--- config.mk ---
export PLATFORM = sky130hd
export DESIGN_NAME = uart_tx_cfg
export DESIGN_NICKNAME = d
export VERILOG_FILES = /design/src/rtl/uart_pkg.sv /design/src/rtl/uart_tx_fifo.sv /design/src/rtl/uart_tx_cfg.sv
export SDC_FILE = /design/constraint.sdc
export NUM_CORES = 1
export LEC_CHECK = 0
export ABC_AREA = 1
export CAP_MARGIN = 20
export CORE_UTILIZATION = 55
export CTS_CLUSTER_DIAMETER = 60
export CTS_CLUSTER_SIZE = 30
export DETAILED_ROUTE_END_ITERATION = 8
export GPL_TIMING_DRIVEN = 0
export PLACE_DENSITY_LB_ADDON = 0.25
export SLEW_MARGIN = 20
export SYNTH_ARGS = -nofsm -noshare
export SYNTH_HDL_FRONTEND = slang
export SYNTH_SLANG_ARGS = --single-unit
--- constraint.sdc ---
create_clock -name i_clk -period 5.2 [get_ports i_clk]
set_input_delay 0.78 -clock i_clk [delete_from_list [all_inputs] [get_ports i_clk]]
set_output_delay 0.78 -clock i_clk [all_outputs]
set_load 0.01 [all_outputs]
--- src/rtl/uart_pkg.sv ---
// rtl/uart_pkg.sv - shared encodings and constants for the configurable UART transmitter
package uart_pkg;

    localparam logic [1:0] PAR_NONE = 2'b00;
    localparam logic [1:0] PAR_EVEN = 2'b01;
    localparam logic [1:0] PAR_ODD  = 2'b10;

    localparam logic [2:0] ST_IDLE   = 3'd0;
    localparam logic [2:0] ST_START  = 3'd1;
    localparam logic [2:0] ST_DATA   = 3'd2;
    localparam logic [2:0] ST_PARITY = 3'd3;
    localparam logic [2:0] ST_STOP   = 3'd4;

    localparam int UART_MIN_DIV = 2;

    // 2'b11 is reserved and behaves as no parity
    function automatic logic par_enabled(input logic [1:0] par);
        return (par == PAR_EVEN) || (par == PAR_ODD);
    endfunction

endpackage

--- src/rtl/uart_tx_fifo.sv ---
// rtl/uart_tx_fifo.sv - synchronous FIFO with full/empty/level for the UART TX frame queue
module uart_tx_fifo #(
    parameter int W     = 8,
    parameter int DEPTH = 4
) (
    input  logic                     i_clk,
    input  logic                     i_rst_n,
    input  logic                     i_wr_en,
    input  logic [W-1:0]             i_wr_data,
    input  logic                     i_rd_en,
    output logic [W-1:0]             o_rd_data,
    output logic                     o_full,
    output logic                     o_empty,
    output logic [$clog2(DEPTH):0]   o_level
);

    localparam int AW = $clog2(DEPTH);
    localparam int LW = AW + 1;

    logic [W-1:0]  mem [DEPTH];
    logic [AW-1:0] wptr;
    logic [AW-1:0] rptr;
    logic [LW-1:0] count;
    logic          do_wr;
    logic          do_rd;

    assign o_full    = (count == LW'(DEPTH));
    assign o_empty   = (count == '0);
    assign o_level   = count;
    assign o_rd_data = mem[rptr];

    // a simultaneous pop frees the slot, so a push into a full FIFO is legal then
    assign do_rd = i_rd_en && !o_empty;
    assign do_wr = i_wr_en && (!o_full || do_rd);

    always_ff @(posedge i_clk) begin
        if (do_wr) begin
            mem[wptr] <= i_wr_data;
        end
    end

    always_ff @(posedge i_clk) begin
        if (!i_rst_n) begin
            wptr  <= '0;
            rptr  <= '0;
            count <= '0;
        end else begin
            if (do_wr) begin
                wptr <= wptr + AW'(1);
            end
            if (do_rd) begin
                rptr <= rptr + AW'(1);
            end
            case ({do_wr, do_rd})
                2'b10:   count <= count + LW'(1);
                2'b01:   count <= count - LW'(1);
                default: count <= count;
            endcase
        end
    end

endmodule

--- src/rtl/uart_tx_cfg.sv ---
// rtl/uart_tx_cfg.sv - UART TX with runtime parity/stop config and internal baud divider; UART_TX_FIFO_EN adds a TX FIFO
module uart_tx_cfg
    import uart_pkg::*;
#(
    parameter int DATA_BITS  = 8,
    parameter int DIV_W      = 16,
    parameter int FIFO_DEPTH = 4
) (
    input  logic                          i_clk,
    input  logic                          i_rst_n,
    input  logic [DATA_BITS-1:0]          i_data,
    input  logic                          i_valid,
    output logic                          o_ready,
    input  logic [DIV_W-1:0]              i_baud_div,
    input  logic [1:0]                    i_parity,
    input  logic                          i_stop2,
    output logic                          o_txd,
    output logic                          o_busy,
    output logic [$clog2(FIFO_DEPTH):0]   o_fifo_level
);

    logic [2:0]           state;
    logic [DIV_W-1:0]     baud_cnt;
    logic [DIV_W-1:0]     div_q;
    logic [3:0]           bit_cnt;
    logic [DATA_BITS-1:0] shreg;
    logic                 par_en_q;
    logic                 par_bit_q;
    logic                 stop2_q;
    logic                 stop_cnt;
    logic                 rst_done;

    logic                 bit_end;
    logic                 last_stop_clk;
    logic                 can_take;
    logic                 take;

    logic                 ld_valid;
    logic [DATA_BITS-1:0] ld_data;
    logic [1:0]           ld_par;
    logic                 ld_stop2;
    logic [DIV_W-1:0]     ld_div;
    logic [DIV_W-1:0]     ld_div_eff;

    assign bit_end       = (baud_cnt == DIV_W'(1));
    assign last_stop_clk = (state == ST_STOP) && bit_end && (!stop2_q || stop_cnt);
    // rst_done keeps ready low for the first cycle after reset release
    assign can_take      = rst_done && ((state == ST_IDLE) || last_stop_clk);
    assign take          = ld_valid && can_take;
    assign ld_div_eff    = (ld_div < DIV_W'(UART_MIN_DIV)) ? DIV_W'(UART_MIN_DIV) : ld_div;

`ifdef UART_TX_FIFO_EN
    localparam int FW = DATA_BITS + 2 + 1 + DIV_W;

    logic [FW-1:0] f_rd;
    logic          f_full;
    logic          f_empty;

    assign o_ready = rst_done && !f_full;

    uart_tx_fifo #(
        .W     (FW),
        .DEPTH (FIFO_DEPTH)
    ) u_fifo (
        .i_clk     (i_clk),
        .i_rst_n   (i_rst_n),
        .i_wr_en   (i_valid && o_ready),
        .i_wr_data ({i_data, i_parity, i_stop2, i_baud_div}),
        .i_rd_en   (take),
        .o_rd_data (f_rd),
        .o_full    (f_full),
        .o_empty   (f_empty),
        .o_level   (o_fifo_level)
    );

    assign ld_valid = !f_empty;
    assign {ld_data, ld_par, ld_stop2, ld_div} = f_rd;
`else
    assign o_ready      = can_take;
    assign o_fifo_level = '0;
    assign ld_valid     = i_valid;
    assign ld_data      = i_data;
    assign ld_par       = i_parity;
    assign ld_stop2     = i_stop2;
    assign ld_div       = i_baud_div;
`endif

    always_ff @(posedge i_clk) begin
        if (!i_rst_n) begin
            state     <= ST_IDLE;
            baud_cnt  <= '0;
            div_q     <= '0;
            bit_cnt   <= '0;
            shreg     <= '0;
            par_en_q  <= 1'b0;
            par_bit_q <= 1'b0;
            stop2_q   <= 1'b0;
            stop_cnt  <= 1'b0;
            rst_done  <= 1'b0;
        end else begin
            rst_done <= 1'b1;
            if (take) begin
                // the whole frame config is frozen here; later input changes wait for the next frame
                state     <= ST_START;
                baud_cnt  <= ld_div_eff;
                div_q     <= ld_div_eff;
                shreg     <= ld_data;
                par_en_q  <= par_enabled(ld_par);
                par_bit_q <= (ld_par == PAR_ODD) ? ~^ld_data : ^ld_data;
                stop2_q   <= ld_stop2;
                bit_cnt   <= '0;
                stop_cnt  <= 1'b0;
            end else if (state != ST_IDLE) begin
                if (!bit_end) begin
                    baud_cnt <= baud_cnt - DIV_W'(1);
                end else begin
                    baud_cnt <= div_q;
                    case (state)
                        ST_START: state <= ST_DATA;
                        ST_DATA: begin
                            shreg   <= shreg >> 1;
                            bit_cnt <= bit_cnt + 4'd1;
                            if (bit_cnt == 4'(DATA_BITS - 1)) begin
                                state <= par_en_q ? ST_PARITY : ST_STOP;
                            end
                        end
                        ST_PARITY: state <= ST_STOP;
                        ST_STOP: begin
                            if (stop2_q && !stop_cnt) begin
                                stop_cnt <= 1'b1;
                            end else begin
                                state <= ST_IDLE;
                            end
                        end
                        default: state <= ST_IDLE;
                    endcase
                end
            end
        end
    end

    always_comb begin
        o_txd = 1'b1;
        case (state)
            ST_START:  o_txd = 1'b0;
            ST_DATA:   o_txd = shreg[0];
            ST_PARITY: o_txd = par_bit_q;
            default:   o_txd = 1'b1;
        endcase
    end

    assign o_busy = (state != ST_IDLE);

endmodule

Word-level counts from Yosys, hierarchy flattened
Index checks and enable logic that the tools add are counted.
W data, S select, Z words.
{ "totals": {"reg_bits": 52, "in_bits": 30, "output_inout_bits": 6, "elab_cells": 68} }
{ "classes": {"add_sub_neg": 2, "magnitude_cmp": 1, "n_eq_ne": 12, "n_mux": 18, "bitwise": 1, "reduce_logical": 23} }
{ "op_table": {"columns": ["op", "n"], "rows": [
  ["$mux W16", 4],
  ["$mux W8", 4],
  ["$eq A16 B1 Y1 const B", 1],
  ["$lt A16 B2 Y1 const B", 1],
  ["$sub A16 B1 Y16 const B", 1],
  ["$pmux W3 S4", 1],
  ["$reduce_and A4 Y1", 3],
  ["$mux W3", 3],
  ["$reduce_xnor A8 Y1", 1],
  ["$reduce_xor A8 Y1", 1],
  ["$eq A3 B2 Y1 const B", 2],
  ["$ne A3 B3 Y1 const B", 2],
  ["$reduce_and A3 Y1", 2],
  ["$reduce_bool A2 Y1", 3],
  ["$logic_and A1 B1 Y1", 5],
  ["$mux W1", 5],
  ["$add A4 B1 Y4 const B", 1],
  ["$eq A4 B3 Y1 const B", 1],
  ["$ne A2 B2 Y1 const B", 2],
  ["$eq A3 B1 Y1 const B", 1],
  ["$eq A3 B3 Y1 const B", 1],
  ["$logic_not A3 Y1", 1],
  ["$logic_or A1 B1 Y1", 3],
  ["$pmux W1 S3", 1],
  ["other kinds (6)", 7]
]} }

Logic depth before layout (Yosys ltp)
Gate-level depths: netlist (run 1).
{ "depth": {"ltp_word": 8, "mapped_depth": 14, "mapped_depth_nobuf": 13} }

Worst setup path before layout (run 1)
No wires, ideal clock.
{ "synth_path": {"path_type": "reg2out", "start": "register baud_cnt[1]", "end": "output port o_ready", "arrival_time_ns": 1.303, "required_ns": 4.420, "slack_ns": 3.117, "stages_incl_launch_ff": 11, "path_buffers": 1, "cell_sequence": "dfxtp_1 inv_1 ha_1 inv_1 nor2_1 nand2_1 nor2_8 nand3_2 nand2_2 and2_1 buf_4"} }
{ "synth_between": {"elab_chain_len": 5} }
{ "synth_lines": {"columns": ["item", "line", "source"], "rows": [
  ["start, declared", "uart_tx_cfg.sv:23", "logic [DIV_W-1:0] baud_cnt;"],
  ["start signal, assigned", "uart_tx_cfg.sv:105", "baud_cnt <= ld_div_eff;"],
  ["start signal, assigned", "uart_tx_cfg.sv:115", "baud_cnt <= baud_cnt - DIV_W'(1);"],
  ["start signal, assigned", "uart_tx_cfg.sv:117", "baud_cnt <= div_q;"],
  ["$eq A16 B1 Y1", "uart_tx_cfg.sv:45", "assign bit_end = (baud_cnt == DIV_W'(1));"],
  ["$logic_and A1 B1 Y1 (2 in series)", "uart_tx_cfg.sv:46", "assign last_stop_clk = (state == ST_STOP) && bit_end && (!stop2_q || stop_cnt);"],
  ["$logic_or A1 B1 Y1", "uart_tx_cfg.sv:48", "assign can_take = rst_done && ((state == ST_IDLE) || last_stop_clk);"],
  ["$logic_and A1 B1 Y1", "uart_tx_cfg.sv:48", null],
  ["end, declared", "uart_tx_cfg.sv:13", "output logic o_ready,"]
]} }
No other way between the ends.

Final worst setup path (run 1)
Ends and elaborated chain as after synthesis.

==> metrics, run 1 <==
CTS max path bufs=2; row count=27; final hold violations=0; RSZ-0062 raised after global routing=false; first-pass GRT wire length=14400 µm; layout cells sized above 1=0.08142; clk slew on worst S/H paths=100 ps; Root Driver=clkbuf_8; CP top delay family=buffers and inverters; Avg WL per Cell=13.49 µm; CTS resizes=0; LEAKAGE=1.759 nW; Netlist cell types=36; Seq/Total Area, Yosys=0.3166; met3 wire len=698 µm; CP dominant cell by count=inv_1; CP Buf/Inv Count=4; register area=1041 µm²; Post-Route WL=8593 µm; top post-synthesis cells by area=dfxtp_1, nand2_1, nand3_1, inv_1, nor2_1; biggest area consumer among synthesized cells=dfxtp_1; GPL Wtd Cong=0.9111; Slew Limit Fails=0; die area=6292 µm²; Post-Synthesis Cells=524; critical path peak fanout=7; final setup TNS=0 ps; Top Ports=36; CP max-delay cell=clkdlybuf4s50_1; Antenna Nets Post-Route=0; DRT iter0 DRCs=290; Tot Pwr=1.025 mW; vias in the first global route=3060; port bufs=31; routed wl met2=3721 µm; top-count cell post-synth=nand2_1; Die Y=79.32 µm; synthesis-stage register bit count=52; Worst Path Class, Setup=flop to primary output; r2r startpoint=baud_cnt[1]; fmax=316.3 MHz; pwr dens=271.1 nW/µm²; fill cell count=524; Total Routing Usage GR=0.2943; crit-path cells=inv_1 -> ha_1 -> inv_1 -> nor2_1 -> nand2_1 -> nor2_8 -> nand3_2 -> nand2_2 -> and2_1 -> buf_4 -> clkdlybuf4s50_1; top_reg_cell synth=dfxtp_1; grt ovf=0; TritonRoute pass-1 iters=5; maximum vdd drop=0.1552 mV; synth-to-layout area growth=14.99%; multi-input combinational cell area=1864 µm²; startpoint types=flop; Starting Density=0.5828; Worst path max stage delay=540 ps; slew at the pin closest to its max-slew limit=601.8 ps; Max-cap violations=0; FFs w/ async S/R, synth=0; Vias=3460; Worst Setup SP=baud_cnt[1]; Final nets=598; Diodes inserted=0; Post-synth EDFFs=0; Via density=5.432; Required @ worst endpoint=4420 ps; Clock Sinks=52; synthesized area per cell=6.275 µm²; worst min path class=flop to flop; Setup Buffers After CTS=0; Die Width=79.32 µm; HP Start=stop_cnt; HPWL Detailed=6518 µm; status=finished clean; warnings from Yosys=0; clk_skew=8.501 ps; Placeable Area=5642 µm²; initial antenna violation count=0; Top Layer Used=met4; crit path capture type=primary output; Num CTS Buffers=5; H-Tree Depth=2; endpoints failing setup=0; CTS Hold Buffers Added=0; fin crit period=3162 ps; Commonest cells post-synth=nand2_1, inv_1, nor2_1; largest net degree at the start of global routing=16; period utilisation layout=0.6080; DRC violations left=0; TritonCTS clock tree=built; Skew-Pair Late Insertion Delay=310 ps; crit path DAT=2380 ps; netlist area before placement=3288 µm²; Slew headroom=0.5988; met1 WL=4057 µm; top-area cell type share of the netlist area=0.3166
==> layout make-up <==
class,count,area share
Inverter,65,0.06453
Clock buffer,7,0.02019
Clock inverter,1,0.002316
Sequential cell,52,0.2753
Buffer,24,0.03872
Tap cell,72,0.02383
Multi-Input combinational cell,385,0.4931
Timing Repair Buffer,31,0.08206
==> cells by family (layout without fill, tap and decap cells) <==
family | after synthesis | in the layout | share of synthesized area
flops | 52 | 52 | 0.3166
fa+ha+maj | 4 | 4 | 0.01522
simple gates | 304 | 304 | 0.4170
other cells | 1 | 3 | 0.001140
xor+xnor | 8 | 8 | 0.02131
compound gates | 66 | 66 | 0.1100
buf+inv | 89 | 128 | 0.1187
==> layout by cell type, fill, tap and decap left out, types with 5 or more instances in the layout <==
| cell type | Yosys | routed |
|---|---|---|
| clkbuf_1 | 8 | 10 |
| nand2_1 | 151 | 151 |
| clkbuf_8 | 0 | 5 |
| inv_2 | 5 | 5 |
| buf_4 | 5 | 5 |
| clkdlybuf4s50_1 | 0 | 31 |
| a21oi_1 | 40 | 40 |
| inv_1 | 60 | 60 |
| buf_2 | 6 | 6 |
| nand3_1 | 54 | 54 |
| nor2_1 | 56 | 56 |
| dfxtp_1 | 52 | 52 |
| o21ai_0 | 14 | 14 |
| nand4_1 | 21 | 21 |
==> flip-flops by register name, summed over array words and instances (netlist names) <==
signal and count:
baud_cnt 16, bit_cnt 4, div_q 16, par_bit_q 1, par_en_q 1, rst_done 1, shreg 8, state 3
stop2_q 1, stop_cnt 1
==> routing by layer <==
| metal | GRT usage | vias up |
|---|---|---|
| met1 | 0.4151 | 1558 |
| li1 | - | 1750 |
| met4 | 0.06909 | 0 |
| met3 | 0.05057 | 10 |
| met5 | 0 | - |
| met2 | 0.4647 | 142 |
==> power by group <==
group	leakage, nW	internal (mW)	switching (mW)
logic	1.29	0.125	0.207
registers	0.426	0.427	0.0279
clock network	0.0424	0.0967	0.142
==> tightest hold or removal path, delay by kind of cell, from the launching register on <==
kind	cells	cell delay, ps
buf+inv	1	60
compound gates	1	60
flops	1	310
==> final timing paths <==
kind	slack, ps	end	depth (start not counted)
min reg2reg	470	stop_cnt	2
max reg2reg	3170	div_q[7]	12
min	470	stop_cnt	2
max	2040	o_ready	11
==> through the flow <==
step	setup WS [ps]	util	cells	hold WS (ps)	cell area (µm²)
6_report	2038	0.6702	637	468.2	3781
5_1_grt	1824	0.6702	637	485.9	3781
4_1_cts	2043	0.6702	637	460.6	3781
3_5_place_dp	2395	0.6551	629	447.1	3696
3_3_place_gp	2413	0.6551	629	441.1	3696
2_1_floorplan	3117	-	526	431.1	3296
No activity file was read; power rests on OpenSTA's default activity.
==> run 2, diff against run 1 <==
Clock period 5.2 ns to 3.25 ns, I/O delays scaled along.
==> results of run 2 <==
Same layout as run 1 (identical final DEF). Status: finished clean.
Main changes from that run: setup slack after placement 2395 ps -> 737.5 ps; setup slack after layout 2038 ps -> 380.8 ps; register-to-register setup slack 3170 ps -> 1220 ps; total power 1.025 mW -> 1.640 mW; worst IR drop on VDD 0.1552 mV -> 0.2484 mV
